===== config.mk =====
export PLATFORM = sky130hd
export DESIGN_NAME = rv32_instr_prefetch
export DESIGN_NICKNAME = d
export VERILOG_FILES = /design/src/rtl/rv32_instr_prefetch.sv
export SDC_FILE = /design/constraint.sdc
export NUM_CORES = 1
export LEC_CHECK = 0
export CORE_MARGIN = 2
export CORE_UTILIZATION = 50
export CTS_CLUSTER_DIAMETER = 100
export CTS_CLUSTER_SIZE = 30
export DETAILED_ROUTE_END_ITERATION = 10
export PLACE_DENSITY = 0.74
export REMOVE_ABC_BUFFERS = 1
export SETUP_SLACK_MARGIN = 0.4
export SYNTH_ARGS = -nofsm -noshare
export SYNTH_HDL_FRONTEND = slang
export SYNTH_SLANG_ARGS = --single-unit

===== constraint.sdc =====
create_clock -name clk_i -period 4.2 [get_ports clk_i]
set_input_delay 0.42 -clock clk_i [delete_from_list [all_inputs] [get_ports clk_i]]
set_output_delay 0.42 -clock clk_i [all_outputs]
set_load 0.01 [all_outputs]

===== src/rtl/rv32_instr_prefetch.sv =====
// RV32 instruction prefetch buffer: a credit-limited request stream into a
// small FIFO, delivering in-order words to the core with redirect/discard.
module rv32_instr_prefetch #(
    parameter int unsigned DEPTH    = 4,
    parameter logic [31:0] RESET_PC = 32'h0000_0000
) (
    input  logic        clk_i,
    input  logic        rst_i,
    input  logic        fetch_req_i,
    input  logic [31:0] fetch_addr_i,
    output logic [31:0] instr_o,
    output logic        instr_valid_o,
    output logic        mem_req_o,
    output logic [31:0] mem_addr_o,
    input  logic        mem_gnt_i,
    input  logic        mem_rvalid_i,
    input  logic [31:0] mem_rdata_i
);

    localparam int unsigned AW = $clog2(DEPTH);
    localparam int unsigned CW = AW + 1;
    localparam logic [CW:0] DEPTH_W = (CW + 1)'(DEPTH);

    logic [31:0]   fifo_q [DEPTH];
    logic [AW-1:0] rd_ptr;
    logic [AW-1:0] wr_ptr;
    logic [CW-1:0] count;
    logic [CW-1:0] outstanding;
    logic [CW-1:0] discard;
    logic [31:2]   pf_addr;
    logic [31:2]   dl_addr;

    logic          match;
    logic          redirect;
    logic          fifo_empty;
    logic [CW:0]   credit_used;
    logic          grant;
    logic          rsp;
    logic          push;
    logic          pop;
    logic          unused_addr_bits;

    assign unused_addr_bits = ^fetch_addr_i[1:0];

    // Handshake decode, credit check and head-of-FIFO delivery
    always_comb begin
        match         = fetch_addr_i[31:2] == dl_addr;
        redirect      = fetch_req_i && !match;
        fifo_empty    = count == '0;
        credit_used   = {1'b0, count} + {1'b0, outstanding};
        mem_req_o     = !rst_i && !redirect && (credit_used < DEPTH_W);
        mem_addr_o    = {pf_addr, 2'b00};
        instr_valid_o = !rst_i && fetch_req_i && match && !fifo_empty;
        instr_o       = fifo_empty ? 32'h0 : fifo_q[rd_ptr];
        grant         = mem_req_o && mem_gnt_i;
        rsp           = mem_rvalid_i && (outstanding != '0);
        push          = rsp && !redirect && (discard == '0);
        pop           = instr_valid_o;
    end

    // Address, pointer and counter state; a redirect flushes everything
    // and turns every in-flight response into one to be dropped
    always_ff @(posedge clk_i or posedge rst_i) begin
        if (rst_i) begin
            pf_addr     <= RESET_PC[31:2];
            dl_addr     <= RESET_PC[31:2];
            rd_ptr      <= '0;
            wr_ptr      <= '0;
            count       <= '0;
            outstanding <= '0;
            discard     <= '0;
        end else if (redirect) begin
            pf_addr     <= fetch_addr_i[31:2];
            dl_addr     <= fetch_addr_i[31:2];
            rd_ptr      <= '0;
            wr_ptr      <= '0;
            count       <= '0;
            outstanding <= outstanding - CW'(rsp);
            discard     <= outstanding - CW'(rsp);
        end else begin
            if (grant) begin
                pf_addr <= pf_addr + 30'd1;
            end
            if (pop) begin
                rd_ptr  <= rd_ptr + 1'b1;
                dl_addr <= dl_addr + 30'd1;
            end
            if (push) begin
                wr_ptr <= wr_ptr + 1'b1;
            end
            count       <= count + CW'(push) - CW'(pop);
            outstanding <= outstanding + CW'(grant) - CW'(rsp);
            if (rsp && discard != '0) begin
                discard <= discard - 1'b1;
            end
        end
    end

    // FIFO storage; no reset needed since count guards every read
    always_ff @(posedge clk_i) begin
        if (push) begin
            fifo_q[wr_ptr] <= mem_rdata_i;
        end
    end

endmodule


==> results.sh, run 1 <==
export IMPL_synth_edff_count=128
export IMPL_max_cap_violations=0
export IMPL_finalWorstSetupSlack_ns=0.764
export IMPL_async_flop_share_pct=36.3
export IMPL_dieWidth_microns=142
export IMPL_netlist_top_cells_count="edfxtp_1 (128), dfrtp_1 (73), nand3_1 (51), nand2_1 (42), xor2_1 (41)"
export IMPL_timing_final_hold_violations=0
export IMPL_hpwl_mm=14.3
export IMPL_fmaxAchievable_ghz=0.291
export IMPL_wirelength_mm=21.2
export IMPL_ys_ff_latch=201
export IMPL_path_buf_inv=1
export IMPL_core_area_sq_um=18700
export IMPL_netlist_top_cells_area="edfxtp_1 (40%), dfrtp_1 (19%), mux4_2 (7.6%), xor2_1 (3.8%), nand3_1 (2.7%)"
export IMPL_cts_tree="built"
export IMPL_crit_family="simple AND/OR/NAND/NOR gates"
export IMPL_synthCells=743
export IMPL_cts_hold_buffers_added=0
export IMPL_cts_buffers=10
export IMPL_port_buffers=130
export IMPL_fin_crit_ns=3.44
export IMPL_area_delta_synth_final_pct=19.9
export IMPL_yosys_cell_count_top_type="edfxtp_1"
export IMPL_clk_latency_ns=0.47
export IMPL_intPower_mw=3.08
export IMPL_tns_ns=0
export IMPL_p_comb_share_pct=17.3
export IMPL_status="finished, final reports clean"
export IMPL_gp_congestion=0.855
export IMPL_swShare_pct=25.9
export IMPL_vdd_ir_drop_max_uv=274
export IMPL_crit_type="flip-flop to output pin"
export IMPL_dp_slack_ns=0.430
export IMPL_worst_r2r_path_depth=13
export IMPL_slew_headroom_pct=53.7
export IMPL_dp_cells=1086
export IMPL_cellPowerDensity_nw_per_um2=363
export IMPL_seqPwrFrac_pct=56.3
export IMPL_clock_power_share_pct=26.4
export IMPL_worst_pin_slew_ns=0.694
export IMPL_synth_top_area_share_pct=40.3
export IMPL_skew_ns=0.0206
export IMPL_grt_pass1_wl_mm=34.1
export IMPL_stdcell_count=1102
export IMPL_cts_num_sinks=201
export IMPL_leakage_nw=4.06
export IMPL_core_rowCount=50
export IMPL_clk_path_buf_depth=3
export IMPL_diodes=0
export IMPL_cp_slowest_cell="clkdlybuf4s50_1"
export IMPL_crit_fanout=6
export IMPL_post_cts_setup_buffers=0
export IMPL_ctsRootBufferMaster="clkbuf_16"
export IMPL_drtIter0Drc=470
export IMPL_ant_nets=0
export IMPL_p_sw_mw=1.07
export IMPL_worstPathRequired_ns=3.78
export IMPL_reg2reg_from="dl_addr[26]"
export IMPL_endpoint_kind="output pin"
export IMPL_vias_per_cell=5.86
export IMPL_cpPeakStageDelay_ns=0.59
export IMPL_holdCritPathClass="input pin to asynchronous set/reset pin"
export IMPL_vias=6458
export IMPL_cts_resized=0
export IMPL_startpoint_type="flip-flop"
export IMPL_r2r_slack_ns=0.89
export IMPL_io_pins=135
export IMPL_grt_overflow_total=0
export IMPL_synth_area_per_cell_sq_um=12.8
export IMPL_wl_per_cell_microns=19.2
export IMPL_drive_gt1_share_pct=8.76
export IMPL_track_usage_pct=21.5
export IMPL_setup_violations=0
export IMPL_yosys_area_top_type="edfxtp_1"
export IMPL_rsz0062_at_grt="no"
export IMPL_cts_max_level=1
export IMPL_yosysWarnings=0
export IMPL_path_clk_slew_ns=0.12
export IMPL_dieHeight_microns=142
export IMPL_r2r_end="count[2]"
export IMPL_slew_viol_final=0
export IMPL_grt_max_degree=57
export IMPL_syn_area_sq_um=9550
export IMPL_post_route_period_util_pct=81.8
export IMPL_final_nets=951
export IMPL_grt_pass1_vias=6369
export IMPL_synth_distinct_cells=49
export IMPL_grt_antenna_before_repair=0
export IMPL_drtPass1Iterations=5
export IMPL_crit_chain="xor2_1, nor4_1, nand4_1, or2_1, nor2_1, clkdlybuf4s50_1"
export IMPL_start_util_pct=51.0
export IMPL_seq_area_frac_synth_pct=59.4
export IMPL_cp_arrival_ns=3.02
export IMPL_die_area_sq_um=20200
export IMPL_drc=0
export IMPL_synth_top_flop_cell="edfxtp_1"
[state kept, by name, indices dropped and copies added (netlist names)]
signal / flops
count: 3
discard: 3
dl_addr: 30
fifo_q: 128
outstanding: 3
pf_addr: 30
rd_ptr: 2
wr_ptr: 2
[through the flow]
step	hold slack (ns)	util [%]	cell area, sq um	power, mW
after global routing	0.538	61.2	11400	4.35
after CTS	0.513	61.2	11400	4.19
after detailed placement	0.537	59.6	11100	3.10
after global placement	0.522	59.6	11100	3.08
after floorplan	0.505	-	9340	2.77
final	0.495	61.2	11400	4.15
[layer usage]
metal / vias up / wire (microns) / GRT usage, %
met5: - / 0 / 0
met4: 0 / 337 / 4.58
met3: 24 / 1550 / 5.08
met2: 192 / 10400 / 36.3
met1: 3228 / 8880 / 28.5
li1: 3014 / - / -
[area by class of cell]
cell class | count | area, sq um
clock buffer | 15 | 290
clock inverter | 1 | 11.3
fill | 1474 | 7260
inverter | 25 | 93.8
multi-input combinational | 476 | 3600
sequential | 201 | 5670
tap | 234 | 293
timing repair buffer | 150 | 1490
[worst max-delay path by stage]
| stage | from | to | slack [ns] | depth (start not counted) |
|---|---|---|---|---|
| 5_1_grt | dl_addr[26] | instr_valid_o | 0.57 | 6 |
| 3_5_place_dp | fetch_addr_i[21] | count[2] | 0.43 | 14 |
| 4_1_cts | dl_addr[26] | instr_valid_o | 0.71 | 6 |
| 3_3_place_gp | fetch_addr_i[26] | count[2] | 0.43 | 14 |
| 6_report | dl_addr[26] | instr_valid_o | 0.76 | 6 |
| 2_1_floorplan | dl_addr[13] | outstanding[2] | -1.72 | 13 |
[power by group through the flow]
stage	clock [mW]	sequential, mW	combinational [mW]
finish	1.10	2.34	0.718
global route	1.19	2.36	0.803
CTS	1.13	2.34	0.728
detailed placement	0	2.38	0.722
global placement	0	2.37	0.707
floorplan	0	2.37	0.400
[placed cells by master, fill, tap and decap left out, types with 6 or more instances in the layout]
cell type / Yosys / final
clkdlybuf4s50_1: 0 / 130
edfxtp_1: 128 / 128
dfrtp_1: 73 / 72
nand3_1: 51 / 51
nand2_1: 42 / 42
xor2_1: 41 / 41
nor2_1: 37 / 36
nor2b_1: 34 / 34
mux4_2: 32 / 32
o21ai_0: 30 / 29
and3_1: 25 / 25
xnor2_1: 25 / 25
inv_1: 25 / 24
nand4_1: 20 / 20
a21oi_1: 20 / 20
nor3_1: 19 / 18
buf_4: 3 / 17
ha_1: 16 / 16
nor4_1: 11 / 11
clkbuf_16: 0 / 11
a211o_1: 8 / 8
and2_1: 7 / 7
o211ai_1: 6 / 6
or4_1: 6 / 6
o311ai_0: 6 / 6
[worst register-to-register path, cell delays in order, from the launching register on]
cell     delay [ns]
dfrtp_1        0.48
xor2_1         0.17
nor4_1         0.41
nand4_1        0.33
or2_1          0.32
nor2_1         0.25
ha_1           0.28
inv_1          0.05
ha_1           0.13
inv_1          0.05
fa_1           0.36
xor2_1         0.17
xnor2_1        0.14
nor2_1         0.05
[kinds of logic after synthesis]
kind of cell    after synthesis  synth area share [%]
simple gates                267                  15.0
flops                       201                  59.4
compound gates               86                  5.81
buf+inv                      67                  3.13
xor+xnor                     66                  6.06
mux                          37                  8.09
fa+ha+maj                    18                  2.52
other cells                   1                0.0393
(Power assumes the default switching activity.)
==> run 2: changes to the inputs <==
Settings changed: PLACE_DENSITY 0.74 to 0.77.
Clock period 4.2 ns to 3 ns, I/O delays scaled along.
==> results.sh, run 2 (synthesis gave the netlist of run 1 again) <==
export IMPL_final_util_pct=64.7
export IMPL_hpwl_mm=15.0
export IMPL_final_common_cell="edfxtp_1"
export IMPL_diodes=0
export IMPL_crit_type="flip-flop to flip-flop"
export IMPL_final_cell_mix="edfxtp_1 (128), clkdlybuf4s50_1 (97), dfrtp_1 (72), buf_4 (63), nand3_1 (51)"
export IMPL_core_area_sq_um=18700
export IMPL_timing_final_hold_violations=0
export IMPL_endpoint_kind="flip-flop"
export IMPL_post_route_period_util_pct=99.6
export IMPL_leakage_nw=4.56
export IMPL_ant_nets=0
export IMPL_start_util_pct=51.0
export IMPL_grt_pass1_vias=6628
export IMPL_grt_overflow_total=0
export IMPL_clk_path_buf_depth=3
export IMPL_cts_tree="built"
export IMPL_nFillCells=1387
export IMPL_drive_gt1_share_pct=17.6
export IMPL_path_clk_slew_ns=0.12
export IMPL_cp_arrival_ns=3.34
export IMPL_final_nets=1013
export IMPL_ctsRootBufferMaster="clkbuf_16"
export IMPL_drc=0
export IMPL_cts_max_level=1
export IMPL_multi_input_area_sq_um=3650
export IMPL_final_cell_area_sq_um=12100
export IMPL_dieHeight_microns=142
export IMPL_vias_per_cell=5.81
export IMPL_fmaxAchievable_ghz=0.335
export IMPL_wirelength_mm=22.8
export IMPL_wl_per_cell_microns=19.6
export IMPL_drtPass1Iterations=5
export IMPL_setup_violations=0
export IMPL_grt_pass1_wl_mm=35.4
export IMPL_worst_pin_slew_ns=0.671
export IMPL_r2r_slack_ns=0.01
export IMPL_core_rowCount=50
export IMPL_status="finished, final reports clean"
export IMPL_clk_latency_ns=0.48
export IMPL_skew_ns=0.0276
export IMPL_cts_hold_buffers_added=0
export IMPL_area_delta_synth_final_pct=26.7
export IMPL_dp_cells=1132
export IMPL_worstPathRequired_ns=3.35
export IMPL_post_dp_cell_area_sq_um=11500
export IMPL_regMostFlops="fifo_q"
export IMPL_cellPowerDensity_nw_per_um2=491
export IMPL_tns_ns=0
export IMPL_cts_buffers=10
export IMPL_timing_hold_ws_ns=0.287
export IMPL_max_cap_violations=0
export IMPL_grt_antenna_before_repair=0
export IMPL_largest_reg_flops=128
export IMPL_worst_r2r_path_depth=14
export IMPL_startpoint_type="flip-flop"
export IMPL_crit_fanout=4
export IMPL_vias=6764
export IMPL_reg_top3="fifo_q x128, dl_addr x30, pf_addr x30"
export IMPL_rsz0062_at_grt="yes"
export IMPL_slew_headroom_pct=55.1
export IMPL_drtIter0Drc=374
export IMPL_die_area_sq_um=20200
export IMPL_vdd_ir_drop_max_uv=787
export IMPL_holdCritPathClass="input pin to asynchronous set/reset pin"
export IMPL_grt_max_degree=62
export IMPL_fin_crit_ns=2.99
export IMPL_io_pins=135
export IMPL_seq_area_sq_um=5670
export IMPL_port_buffers=130
export IMPL_gp_congestion=0.877
export IMPL_track_usage_pct=22.4
export IMPL_slew_viol_final=0
export IMPL_stdcell_count=1164
export IMPL_cts_num_sinks=201
export IMPL_dieWidth_microns=142
run 2: changes by cell type in the layout (fill, tap and decap cells not counted), moves of 4 or more:
cell / change
clkdlybuf4s15_1: +5
buf_4: +46
buf_6: +6
clkdlybuf4s50_1: -33
dlygate4sd2_1: +16
clkbuf_2: +8
buf_12: +4
run 2: per-stage QoR:
step	power, mW	setup slack, ns
floorplan	3.87	-2.92
global placement	4.39	-0.370
detailed placement	4.42	-0.427
CTS	5.93	0.0364
global route	6.21	-0.123
finish	5.94	0.0133
run 2: final timing paths:
| check | start | to |
|---|---|---|
| hold reg to reg | dl_addr[31] | dl_addr[31] |
| setup / recovery | dl_addr[17] | outstanding[2] |
| min in group clk_i | mem_rdata_i[10] | fifo_q[2][10] |
| max in group asynchronous | rst_i | pf_addr[3] |
| setup reg to reg | dl_addr[17] | outstanding[2] |
| hold / removal | rst_i | outstanding[2] |
run 2: layout make-up:
| type | count | area share (%) |
|---|---|---|
| inverter | 25 | 0.776 |
| sequential | 201 | 46.9 |
| multi-input combinational | 476 | 30.2 |
| clock inverter | 3 | 0.114 |
| tap | 234 | 2.42 |
| timing repair buffer | 212 | 17.3 |
| clock buffer | 13 | 2.34 |
run 2: repair_timing:
| item | CTS | global route |
|---|---|---|
| buffers inserted | 8 | 4 |
| gates resized for setup | 52 | 43 |
| endpoints found under the setup margin | 40 | 187 |
| gates cloned | 1 | 3 |
| pin swaps | 9 | 3 |
run 2: worst max-delay path, cell delays in order (launching register included):
cell and delay, ns:
dfrtp_1 0.42, xor2_1 0.18, nor4_2 0.33, nand4_1 0.20, buf_4 0.19, o21ai_4 0.20
nand2_1 0.08, ha_1 0.27, inv_1 0.04, ha_2 0.17, fa_2 0.33, xnor2_1 0.14
xnor2_1 0.13, a21oi_1 0.13, a21oi_1 0.06
run 2: power breakdown:
group / total, mW / leakage, nW / internal (mW) / switching [mW]
Combinational: 1.16 / 2.38 / 0.578 / 0.578
Clock: 1.54 / 0.147 / 0.679 / 0.859
Sequential: 3.25 / 2.03 / 3.11 / 0.132
run 2: metal layers:
| metal | global-route usage, % | share of wire [%] | vias up |
|---|---|---|---|
| li1 | - | - | 3135 |
| met1 | 30.4 | 42 | 3335 |
| met2 | 37.2 | 48 | 242 |
| met3 | 3.43 | 6.3 | 52 |
| met4 | 7.84 | 3.3 | 0 |
| met5 | 0 | 0 | - |
==> run 3: changes to the inputs <==
Settings changed: CAP_MARGIN set to 20, SETUP_SLACK_MARGIN 0.4 to 0.05.
==> results.sh, run 3 (synthesis gave the netlist of run 1 again) <==
export IMPL_crit_fanout=4
export IMPL_vias_per_cell=5.74
export IMPL_cp_arrival_ns=3.36
export IMPL_slew_headroom_pct=61.0
export IMPL_cts_max_level=1
export IMPL_drtIter0Drc=344
export IMPL_gp_congestion=0.877
export IMPL_start_util_pct=51.0
export IMPL_max_cap_violations=0
export IMPL_ctsRootBufferMaster="clkbuf_16"
export IMPL_worst_r2r_path_depth=14
export IMPL_holdCritPathClass="input pin to asynchronous set/reset pin"
export IMPL_reg2reg_from="dl_addr[17]"
export IMPL_grt_overflow_total=0
export IMPL_path_clk_slew_ns=0.12
export IMPL_cellPowerDensity_nw_per_um2=498
export IMPL_vias=6607
export IMPL_io_pins=135
export IMPL_final_cell_mix="edfxtp_1 (128), clkdlybuf4s50_1 (128), dfrtp_1 (72), buf_4 (63), nand3_1 (51)"
export IMPL_drc=0
export IMPL_startpoint_type="flip-flop"
export IMPL_fin_crit_ns=2.95
export IMPL_core_rowCount=50
export IMPL_clk_path_buf_depth=3
export IMPL_stdcell_count=1152
export IMPL_status="finished, final reports clean"
export IMPL_reg_top3="fifo_q x128, dl_addr x30, pf_addr x30"
export IMPL_setup_violations=0
export IMPL_wl_per_cell_microns=19.0
export IMPL_nFillCells=1418
export IMPL_area_delta_synth_final_pct=24.5
export IMPL_dp_cells=1132
export IMPL_leakage_nw=4.32
export IMPL_r2r_slack_ns=0.05
export IMPL_final_util_pct=63.5
export IMPL_grt_antenna_before_repair=0
export IMPL_dieHeight_microns=142
export IMPL_die_area_sq_um=20200
export IMPL_multi_input_area_sq_um=3620
export IMPL_worstPathRequired_ns=3.41
export IMPL_fmaxAchievable_ghz=0.339
export IMPL_slew_viol_final=0
export IMPL_endpoint_kind="flip-flop"
export IMPL_wirelength_mm=21.9
export IMPL_vdd_ir_drop_max_uv=773
export IMPL_rsz0062_at_grt="yes"
export IMPL_startpoint="dl_addr[17]"
export IMPL_drive_gt1_share_pct=14.8
export IMPL_grt_max_degree=62
export IMPL_timing_final_hold_violations=0
export IMPL_r2r_end="outstanding[2]"
export IMPL_core_area_sq_um=18700
export IMPL_ant_nets=0
export IMPL_clk_latency_ns=0.48
export IMPL_regMostFlops="fifo_q"
export IMPL_cts_buffers=10
export IMPL_worst_pin_slew_ns=0.581
export IMPL_p_total_mw=5.92
export IMPL_post_route_period_util_pct=98.3
export IMPL_skew_ns=0.0266
export IMPL_hpwl_mm=15.0
export IMPL_cts_num_sinks=201
export IMPL_grt_pass1_vias=6577
export IMPL_tns_ns=0
export IMPL_crit_type="flip-flop to flip-flop"
export IMPL_drtPass1Iterations=7
export IMPL_largest_reg_flops=128
export IMPL_track_usage_pct=22.0
export IMPL_grt_pass1_wl_mm=34.8
export IMPL_cts_tree="built"
export IMPL_seq_area_sq_um=5670
export IMPL_final_nets=1001
export IMPL_diodes=0
export IMPL_port_buffers=130
export IMPL_dieWidth_microns=142
run 3: metal layers:
layer	track usage (%)	share of wire, %	up-vias
li1	-	-	3096
met1	29.7	43	3266
met2	36.8	49	203
met3	3.36	5.4	42
met4	7.32	3.0	0
met5	0	0	-
run 3: worst max-delay path by stage:
stage                      to  slack, ns  cells after the start
2_1_floorplan  outstanding[2]      -2.92                     13
3_3_place_gp   outstanding[2]      -0.37                     15
3_5_place_dp   outstanding[2]      -0.43                     15
4_1_cts        outstanding[2]       0.01                     14
5_1_grt        outstanding[2]      -0.14                     15
6_report       outstanding[2]       0.05                     14
run 3: power breakdown:
| part | switching [mW] | internal [mW] | total, mW |
|---|---|---|---|
| clock network | 0.856 | 0.679 | 1.54 |
| logic | 0.562 | 0.574 | 1.14 |
| registers | 0.131 | 3.11 | 3.25 |
run 3: repair_timing:
action | 4_1_cts | 5_1_grt
hold buffers | 0 | 0
setup buffers | 3 | 0
pin swaps | 7 | 1
endpoints found under the setup margin | 4 | 22
resized for setup | 7 | 6
run 3: layout make-up:
class	instances	area share, %
clock inverter	3	0.116
inverter	25	0.790
clock buffer	13	2.38
tap	234	2.46
timing repair buffer	200	16.0
multi-input combinational	476	30.5
sequential	201	47.8
run 3: worst max-delay path, cell delays in order, from the launching register on:
cell     delay, ns
dfrtp_1       0.42
xor2_1        0.17
nor4_2        0.32
nand4_1       0.19
buf_4         0.19
o21ai_4       0.19
nand2_1       0.08
ha_1          0.27
inv_1         0.04
ha_2          0.17
fa_2          0.33
xnor2_1       0.17
xnor2_1       0.13
a21oi_1       0.06
a21oi_1       0.16
run 3: stage by stage:
stage	worst slack (ns)	hold slack [ns]	instance area (sq um)
after CTS	0.0139	0.315	11900
final	0.0502	0.291	11900
after global routing	-0.145	0.305	11900
after global placement	-0.370	0.528	11500
after detailed placement	-0.427	0.547	11500
after floorplan	-2.92	0.399	9340
